$ cat config.mk
export PLATFORM = sky130hd
export DESIGN_NAME = reg_wb_arbiter_flat
export DESIGN_NICKNAME = d
export VERILOG_FILES = /design/src/rtl/reg_wb_arbiter_pkg.sv /design/src/rtl/reg_wb_arbiter_if.sv /design/src/rtl/reg_wb_arbiter_fifo.sv /design/src/rtl/reg_wb_arbiter.sv /design/src/flat_wrapper.sv
export SDC_FILE = /design/constraint.sdc
export NUM_CORES = 1
export LEC_CHECK = 0
export CORE_ASPECT_RATIO = 2
export CORE_MARGIN = 1
export CORE_UTILIZATION = 53
export DETAILED_ROUTE_END_ITERATION = 7
export GPL_TIMING_DRIVEN = 0
export PLACE_DENSITY_LB_ADDON = 0.08
export SYNTH_ARGS = -nofsm -noshare
export SYNTH_HDL_FRONTEND = slang
export SYNTH_HIERARCHICAL = 1
export SYNTH_SLANG_ARGS = --single-unit
$ cat constraint.sdc
create_clock -name clk -period 5.48 [get_ports clk]
set_input_delay 1.096 -clock clk [delete_from_list [all_inputs] [get_ports clk]]
set_output_delay 1.096 -clock clk [all_outputs]
set_load 0.03 [all_outputs]
$ cat src/rtl/reg_wb_arbiter_pkg.sv
// Shared constants and types for the register-file writeback arbiter.
package reg_wb_arbiter_pkg;

   localparam int REG_W            = 5;
   localparam int DATA_W           = 32;
   localparam int FIFO_DEPTH       = 2;
   localparam int CNT_W            = 2;
   localparam int AGE_W            = 4;
   localparam int DEFAULT_MAX_WAIT = 4;

   localparam logic [REG_W-1:0] ZERO_REG = '0;

   typedef struct packed {
      logic [REG_W-1:0]  rd;
      logic [DATA_W-1:0] data;
   } mc_entry_t;

   typedef enum logic [1:0] {
      GRANT_NONE,
      GRANT_PIPE,
      GRANT_FIFO
   } grant_t;

   function automatic logic [REG_W-1:0] pipe_dest(input logic             r_type,
                                                   input logic [REG_W-1:0] rs2,
                                                   input logic [REG_W-1:0] rd);
      return r_type ? rd : rs2;
   endfunction

endpackage

$ cat src/rtl/reg_wb_arbiter_if.sv
// Bundle of pipeline writeback, multicycle handshake and register-file write port.
interface reg_wb_arbiter_if;
   import reg_wb_arbiter_pkg::*;

   logic              wb_valid;
   logic              wb_r_type;
   logic [REG_W-1:0]  wb_rs2;
   logic [REG_W-1:0]  wb_rd;
   logic [DATA_W-1:0] wb_data;

   logic              mc_valid;
   logic              mc_ready;
   logic [REG_W-1:0]  mc_rd;
   logic [DATA_W-1:0] mc_data;

   logic              stall_pipe;
   logic              reg_wr;
   logic              r_type;
   logic [REG_W-1:0]  rs2_wb;
   logic [REG_W-1:0]  rd_wb;
   logic [DATA_W-1:0] busW;

   modport slave (
      input  wb_valid, wb_r_type, wb_rs2, wb_rd, wb_data,
      input  mc_valid, mc_rd, mc_data,
      output mc_ready, stall_pipe,
      output reg_wr, r_type, rs2_wb, rd_wb, busW
   );

   modport master (
      output wb_valid, wb_r_type, wb_rs2, wb_rd, wb_data,
      output mc_valid, mc_rd, mc_data,
      input  mc_ready, stall_pipe,
      input  reg_wr, r_type, rs2_wb, rd_wb, busW
   );

endinterface

$ cat src/rtl/reg_wb_arbiter_fifo.sv
// Two-entry FIFO of multicycle results; head is visible combinationally.
module wb_fifo2
   import reg_wb_arbiter_pkg::*;
(
   input  logic      clk,
   input  logic      reset,
   input  logic      push,
   input  mc_entry_t push_entry,
   input  logic      pop,
   output logic      full,
   output logic      empty,
   output mc_entry_t head
);

   mc_entry_t        mem_reg [FIFO_DEPTH];
   logic             wr_ptr_reg;
   logic             rd_ptr_reg;
   logic [CNT_W-1:0] count_reg;
   logic [CNT_W-1:0] count_next;
   logic             push_ok;
   logic             pop_ok;

   assign full    = (count_reg == CNT_W'(FIFO_DEPTH));
   assign empty   = (count_reg == '0);
   assign push_ok = push && !full;
   assign pop_ok  = pop && !empty;
   assign head    = mem_reg[rd_ptr_reg];

   always_comb begin
      count_next = count_reg;
      case ({push_ok, pop_ok})
         2'b10:   count_next = count_reg + 1'b1;
         2'b01:   count_next = count_reg - 1'b1;
         default: count_next = count_reg;
      endcase
   end

   // Storage carries no reset: validity is tracked solely by count_reg.
   always_ff @(posedge clk) begin
      if (push_ok) begin
         mem_reg[wr_ptr_reg] <= push_entry;
      end
   end

   always_ff @(posedge clk) begin
      if (reset) begin
         wr_ptr_reg <= 1'b0;
         rd_ptr_reg <= 1'b0;
         count_reg  <= '0;
      end else begin
         if (push_ok) begin
            wr_ptr_reg <= ~wr_ptr_reg;
         end
         if (pop_ok) begin
            rd_ptr_reg <= ~rd_ptr_reg;
         end
         count_reg <= count_next;
      end
   end

endmodule

$ cat src/rtl/reg_wb_arbiter.sv
// Arbitrates the register-file write port between the pipeline writeback stage
// and buffered multicycle results, stalling the pipeline when a result ages out.
module reg_wb_arbiter
   import reg_wb_arbiter_pkg::*;
#(
   parameter int MAX_WAIT = DEFAULT_MAX_WAIT
) (
   input  logic             clk,
   input  logic             reset,
   reg_wb_arbiter_if.slave  bus
);

   localparam logic [AGE_W-1:0] AGE_MAX = AGE_W'(MAX_WAIT);

   logic              fifo_full;
   logic              fifo_empty;
   logic              push;
   logic              pop;
   mc_entry_t         push_entry;
   mc_entry_t         head;
   grant_t            grant;
   logic              stall;
   logic [AGE_W-1:0]  age_reg;
   logic [AGE_W-1:0]  age_next;

   logic              reg_wr_reg,  reg_wr_next;
   logic              r_type_reg,  r_type_next;
   logic [REG_W-1:0]  rs2_wb_reg,  rs2_wb_next;
   logic [REG_W-1:0]  rd_wb_reg,   rd_wb_next;
   logic [DATA_W-1:0] busw_reg,    busw_next;
   logic [REG_W-1:0]  wb_dest;

   // Full blocks acceptance even when the head pops this cycle, keeping ready registered-only.
   assign bus.mc_ready = !fifo_full;
   assign push         = bus.mc_valid && !fifo_full && (bus.mc_rd != ZERO_REG);
   assign push_entry   = '{rd: bus.mc_rd, data: bus.mc_data};
   assign stall        = !fifo_empty && (age_reg == AGE_MAX);
   assign bus.stall_pipe = stall;
   assign pop          = (grant == GRANT_FIFO);
   assign wb_dest      = pipe_dest(bus.wb_r_type, bus.wb_rs2, bus.wb_rd);

   wb_fifo2 u_fifo (
      .clk        (clk),
      .reset      (reset),
      .push       (push),
      .push_entry (push_entry),
      .pop        (pop),
      .full       (fifo_full),
      .empty      (fifo_empty),
      .head       (head)
   );

   always_comb begin
      grant = GRANT_NONE;
      if (stall) begin
         grant = GRANT_FIFO;
      end else if (bus.wb_valid) begin
         grant = GRANT_PIPE;
      end else if (!fifo_empty) begin
         grant = GRANT_FIFO;
      end
   end

   // Age tracks how long the current head has been passed over.
   always_comb begin
      age_next = age_reg;
      if (pop || fifo_empty) begin
         age_next = '0;
      end else if (age_reg != AGE_MAX) begin
         age_next = age_reg + 1'b1;
      end
   end

   always_comb begin
      reg_wr_next = 1'b0;
      r_type_next = r_type_reg;
      rs2_wb_next = rs2_wb_reg;
      rd_wb_next  = rd_wb_reg;
      busw_next   = busw_reg;
      case (grant)
         GRANT_PIPE: begin
            reg_wr_next = (wb_dest != ZERO_REG);
            r_type_next = bus.wb_r_type;
            rs2_wb_next = bus.wb_rs2;
            rd_wb_next  = bus.wb_rd;
            busw_next   = bus.wb_data;
         end
         GRANT_FIFO: begin
            reg_wr_next = (head.rd != ZERO_REG);
            r_type_next = 1'b1;
            rs2_wb_next = ZERO_REG;
            rd_wb_next  = head.rd;
            busw_next   = head.data;
         end
         default: begin
            reg_wr_next = 1'b0;
         end
      endcase
   end

   always_ff @(posedge clk) begin
      if (reset) begin
         age_reg    <= '0;
         reg_wr_reg <= 1'b0;
         r_type_reg <= 1'b0;
         rs2_wb_reg <= '0;
         rd_wb_reg  <= '0;
         busw_reg   <= '0;
      end else begin
         age_reg    <= age_next;
         reg_wr_reg <= reg_wr_next;
         r_type_reg <= r_type_next;
         rs2_wb_reg <= rs2_wb_next;
         rd_wb_reg  <= rd_wb_next;
         busw_reg   <= busw_next;
      end
   end

   assign bus.reg_wr = reg_wr_reg;
   assign bus.r_type = r_type_reg;
   assign bus.rs2_wb = rs2_wb_reg;
   assign bus.rd_wb  = rd_wb_reg;
   assign bus.busW   = busw_reg;

endmodule

$ cat src/flat_wrapper.sv
// flat-port wrapper written by rule: the top's interface ports become plain ports
module reg_wb_arbiter_flat import reg_wb_arbiter_pkg::*;
#(
   parameter int MAX_WAIT = DEFAULT_MAX_WAIT
)
  (clk, reset, bus_wb_valid, bus_wb_r_type, bus_wb_rs2, bus_wb_rd, bus_wb_data, bus_mc_valid, bus_mc_rd, bus_mc_data, bus_mc_ready, bus_stall_pipe, bus_reg_wr, bus_r_type, bus_rs2_wb, bus_rd_wb, bus_busW);
  reg_wb_arbiter_if bus_i ();
  input  logic clk;
  input  logic reset;
  input wire logic [$bits(bus_i.wb_valid)-1:0] bus_wb_valid;
  input wire logic [$bits(bus_i.wb_r_type)-1:0] bus_wb_r_type;
  input wire logic [$bits(bus_i.wb_rs2)-1:0] bus_wb_rs2;
  input wire logic [$bits(bus_i.wb_rd)-1:0] bus_wb_rd;
  input wire logic [$bits(bus_i.wb_data)-1:0] bus_wb_data;
  input wire logic [$bits(bus_i.mc_valid)-1:0] bus_mc_valid;
  input wire logic [$bits(bus_i.mc_rd)-1:0] bus_mc_rd;
  input wire logic [$bits(bus_i.mc_data)-1:0] bus_mc_data;
  output wire logic [$bits(bus_i.mc_ready)-1:0] bus_mc_ready;
  output wire logic [$bits(bus_i.stall_pipe)-1:0] bus_stall_pipe;
  output wire logic [$bits(bus_i.reg_wr)-1:0] bus_reg_wr;
  output wire logic [$bits(bus_i.r_type)-1:0] bus_r_type;
  output wire logic [$bits(bus_i.rs2_wb)-1:0] bus_rs2_wb;
  output wire logic [$bits(bus_i.rd_wb)-1:0] bus_rd_wb;
  output wire logic [$bits(bus_i.busW)-1:0] bus_busW;
  assign bus_i.wb_valid = bus_wb_valid;
  assign bus_i.wb_r_type = bus_wb_r_type;
  assign bus_i.wb_rs2 = bus_wb_rs2;
  assign bus_i.wb_rd = bus_wb_rd;
  assign bus_i.wb_data = bus_wb_data;
  assign bus_i.mc_valid = bus_mc_valid;
  assign bus_i.mc_rd = bus_mc_rd;
  assign bus_i.mc_data = bus_mc_data;
  assign bus_mc_ready = bus_i.mc_ready;
  assign bus_stall_pipe = bus_i.stall_pipe;
  assign bus_reg_wr = bus_i.reg_wr;
  assign bus_r_type = bus_i.r_type;
  assign bus_rs2_wb = bus_i.rs2_wb;
  assign bus_rd_wb = bus_i.rd_wb;
  assign bus_busW = bus_i.busW;
  reg_wb_arbiter #(.MAX_WAIT(MAX_WAIT)) u_core (.clk(clk), .reset(reset), .bus(bus_i));
endmodule
# == Yosys cells after proc, flatten, opt, wreduce, memory -nomap -nowiden ==
# Memories as Yosys holds them, arrays and structs flattened. A register that Yosys moved wholly into a read port is not among the register bits.
# Index checks and enable logic that the tools add are counted.
# W data, S select, Z words.
# op_classes
add_sub_neg,3
mul,0
n_div,0
order_cmp,0
n_eq_ne,7
shifts,0
muxes,14
bitwise_logic,2
reduce_logical,15
# ops
cell,n
$pmux W32 S2,1
$pmux W5 S2,2
$reduce_bool A5 Y1,3
$eq A2 B2 Y1 const B,3
$mux W2,3
$logic_and A1 B1 Y1,5
$mux W5,1
$add A4 B1 Y4 const B,1
$eq A2 B1 Y1 const B,2
$eq A4 B3 Y1 const B,1
$mux W1,4
$ne A4 B3 Y1 const B,1
$pmux W1 S2,2
$pmux W2 S2,1
$reduce_bool A2 Y1,2
$add A2 B1 Y2 const B,1
$logic_not A1 Y1,2
$logic_not A2 Y1,1
$not A1 Y1,2
$reduce_or A2 Y1,1
$sub A2 B1 Y2 const B,1
$logic_or A1 B1 Y1,1
# totals
reg_bits,52
latchBits,0
ram_bits,74
rom_bits,0
inputBits,84
word_cells,51
mem_count,1
# memory_table
name,depth,word_bits,rd,rd_clocked_by_memory_dff,write_ports,line,rtl
u_core.u_fifo.mem_reg,2,37,1,1,1,reg_wb_arbiter_fifo.sv:15,mc_entry_t mem_reg [FIFO_DEPTH];

# == Logic depth before layout (Yosys ltp) ==
# logic_depth
ltp_word,8
depth_mapped,10

# == Cells and area by module ==
# Netlist, hierarchy kept.
# modules_own_cells
module,instances,cells_per_inst,area_each_um2,seq_area_each_um2
wb_fifo2,1,141,2882.8,2322.2
reg_wb_arbiter,1,223,2312.2,960.9

# == Least setup slack after synthesis ==
# OpenSTA, ideal clock, no wires.
# synth_timing
kind,input -> register
from,in bus_mc_rd[1]
to,mem u_core/u_fifo/mem_reg[0][0] in the netlist's numbering (enable)
arrival_ns,2.484
slack_ns,2.604
stages,5
n_path_buf,0
path_cell_list,or3_1 o311a_1 inv_1 or3_1 inv_1
# synth_via
elab_chain_cells,5
# synth_lines
item,line,rtl
from (decl),flat_wrapper.sv:16,input wire logic [$bits(bus_i.mc_rd)-1:0] bus_mc_rd;
$reduce_bool A5 Y1,reg_wb_arbiter.sv:35,assign push = bus.mc_valid && !fifo_full && (bus.mc_rd != ZERO_REG);
$logic_and A1 B1 Y1,reg_wb_arbiter.sv:35,
via u_core.push,reg_wb_arbiter.sv:17,logic push;
$logic_and A1 B1 Y1,reg_wb_arbiter_fifo.sv:25,assign push_ok = push && !full;
$mux W1,reg_wb_arbiter_fifo.sv:40,if (push_ok) begin
$mux W1 (not written as such),reg_wb_arbiter_fifo.sv:41,mem_reg[wr_ptr_reg] <= push_entry;
to (decl),reg_wb_arbiter_fifo.sv:15,
# The timed path passes the listed nets, and every way through them passes these cells.

# == Final worst setup path ==
# layout_timing
from,reg u_core.age_reg[0]
to,out bus_stall_pipe
# layout_via
elab_chain_cells,2
# layout_lines
item,line,rtl
from (decl),reg_wb_arbiter.sv:23,logic [AGE_W-1:0] age_reg;
from (signal assigned),reg_wb_arbiter.sv:110,age_reg <= age_next;
$eq A4 B3 Y1,reg_wb_arbiter.sv:37,assign stall = !fifo_empty && (age_reg == AGE_MAX);
$logic_and A1 B1 Y1,reg_wb_arbiter.sv:37,
to (decl),flat_wrapper.sv:19,output wire logic [$bits(bus_i.stall_pipe)-1:0] bus_stall_pipe;
# Every way passes these cells.

==> run_results.csv <==
group,metric,value,unit
status,status,"finished clean",
floorplanning,die_w,72.0,um
worst_hold_path,holdCritPathClass,"flop to flop",
finish,layout_common_cells,"129 x clkdlybuf4s50_1, 74 x edfxtp_1, 58 x mux2_2",
floorplanning,die_area,0.0102,mm2
sta,fin_crit,3180,ps
sta,finalCritPeriodShare,0.579,
finish,largest_reg_flops,74,
logic_synthesis,ys_warn_count,6,
floorplanning,io-pin-count,130,
clock_tree,cts_setup_buffers,0,
finish,regArea,0.00328,mm2
finish,drive_gt1_frac,0.203,
sta,finalHoldViolCount,0,
clock_tree,htreeDepth,4,
placed_design,place.gp.congestion,0.774,
setup_path,critical_path_arrival,2080,ps
sta,finalMaxSlewViolations,0,
setup_path,worstSetupEndpointType,"output port",
detailed_routing,routed_via_density,5.24,
clock_tree,cts_tree,"done",
global_route,grt_pass1_wl,18.0,mm
finish,fillerInstances,640,
finish,final_common_cell,"clkdlybuf4s50_1",
global_route,grt-ovfl-total,0,
detailed_routing,drc_errors,0,
sta,rsz0062_at_grt,"false",
finish,nets,602,
detailed_routing,dr_total_vias,3435,
setup_path,start_kind,"flop",
finish,n_antenna_cell,0,
global_route,track_usage,0.242,
clock_tree,holdBufCountCts,0,
sta,setup_tns,0,ps
clock_tree,cts_buffer_depth,2,
logic_synthesis,synth_nets,453,
power_and_ir_drop,ir_drop,0.000330,V
placed_design,portBuffers,129,
finish,final_cell_area,0.00729,mm2
detailed_routing,drt_pass1_iterations,4,
sta,tightest_slew,922,ps
logic_synthesis,syn-instance-count,364,
finish,multi_input_area,0.00175,mm2
floorplanning,die_y,142,um
logic_synthesis,syn_area,0.00519,mm2
power_and_ir_drop,leakage,0.00276,uW
sta,slew-limit-headroom,0.384,
logic_synthesis,synth.distinct_cells,34,
floorplanning,coreArea,0.00945,mm2
detailed_routing,drt_wl_total,11.6,mm
sta,setup_violations,0,
flow_run,drv_cap,0,
clock_tree,clock_sinks,127,
finish,area.growth.synth_to_final,40.4,%
placed_design,dp_hpwl,8.10,mm
sta,clock_skew,7.38,ps
placed_design,place_area,0.00667,mm2
floorplanning,rows,50,
global_route,grt_pass1_vias,3761,
setup_path,path_max_fanout,6,
setup_path,required,4380,ps
global_route,antenna_found_initial,0,
logic_synthesis,ys_seq_area_frac,0.632,
floorplanning,initial_utilization,0.550,
detailed_routing,wl_per_cell,17.7,um
clock_tree,cts_buffers,17,
clock_tree,path_clk_slew,50,ps
power_and_ir_drop,powerDensity,423,mW/mm2
clock_tree,worst_skew_pair.late_latency,410,ps
logic_synthesis,syn_avg_cell_area,14.3,um2
detailed_routing,ant_nets,0,
clock_tree,ctsResizeCount,0,
clock_tree,root_buffer,"clkbuf_16",
logic_synthesis,ys_seq_elements,127,
sta,max_freq,315,MHz
detailed_routing,drt_iter0_drc,94,
global_route,grt_max_degree,38,
setup_path,worstSetupPathType,"flop to output port",
## where the power goes
part           total [uW]  switching [uW]  internal, uW
sequential           1210            53.0          1160
combinational         712             377           335
clock                1160             382           779
total                3080             812          2270
## synthesized netlist by cell type
master    instances  area share
buf_2             6      0.0058
inv_2             1     0.00072
xnor2_1           4      0.0067
or3_4             1      0.0022
nand2b_2          1      0.0017
and3_1            1      0.0012
o21ai_0           3      0.0029
nor2b_1           1      0.0012
nor3_1            4      0.0039
mux2i_1          39       0.075
o211ai_1          1      0.0014
nand2_1           2      0.0014
buf_4             3      0.0043
or3_1             3      0.0036
dfxtp_1          53        0.20
a21oi_1           4      0.0039
o311a_1           1      0.0019
clkbuf_1          5      0.0036
or4_1             2      0.0029
ha_1              5       0.012
o31ai_1           1      0.0014
inv_1             7      0.0051
xor2_1            1      0.0017
nand3_1           1     0.00096
edfxtp_1         74        0.43
a22oi_1           5      0.0072
mux2_2           58        0.13
mux2_1           16       0.035
buf_6             4      0.0087
nand3b_1          1      0.0014
buf_8             1      0.0029
o21a_1            1      0.0014
nor2_1           53       0.038
or4b_1            1      0.0019
## logic make-up after synthesis
logic type | count (synthesis) | share of synthesized area
flip-flops | 127 | 0.632
multiplexers | 113 | 0.236
AND/OR/NAND/NOR | 71 | 0.0607
buffers and inverters | 27 | 0.0311
AO/OA/AOI/OAI | 16 | 0.0202
XOR/XNOR | 5 | 0.00843
adder cells (fa/ha/maj) | 5 | 0.0120
## worst max-delay path: stages (launching register included)
cell	delay, ps
dfxtp_1	340
inv_1	70
ha_1	170
nand3b_1	230
nor2_1	160
clkdlybuf4s50_1	690
## final cells by class
cell class	count	share of cell area
Multi-Input combinational cell	210	0.240
Clock inverter	12	0.0226
Sequential cell	127	0.450
Timing Repair Buffer	130	0.180
Buffer	19	0.0180
Clock buffer	20	0.0626
Tap cell	130	0.0223
Inverter	8	0.00412
## worst paths after layout
kind | start | end | slack [ps] | depth (start not counted)
setup reg to reg | u_core/u_fifo/count_reg[0] | u_core/u_fifo/mem_reg[0][21] | 2940 | 7
hold reg to reg | u_core/bus.busW[17] | u_core/bus.busW[17] | 490 | 2
hold / removal | u_core/bus.busW[17] | u_core/bus.busW[17] | 490 | 2
setup / recovery | u_core/age_reg[0] | bus_stall_pipe | 2300 | 5
## stage by stage
step                cells   util  hold slack [ps]  power, uW  setup slack (ps)
detailed placement    624  0.706              485       1940              1980
finish                656  0.772              491       3080              2300
global route          656  0.772              519       3190              2160
floorplan             364      -              452       1660              2600
CTS                   656  0.772              497       3110              2280
global placement      623  0.704              465       1910              1470
## metal layers
layer,share of wire,global-route usage
met1,0.35,0.234
met2,0.56,0.453
met5,0,0
met3,0.044,0.0729
met4,0.037,0.116
Note: power is estimated with default switching activity, not from simulation.
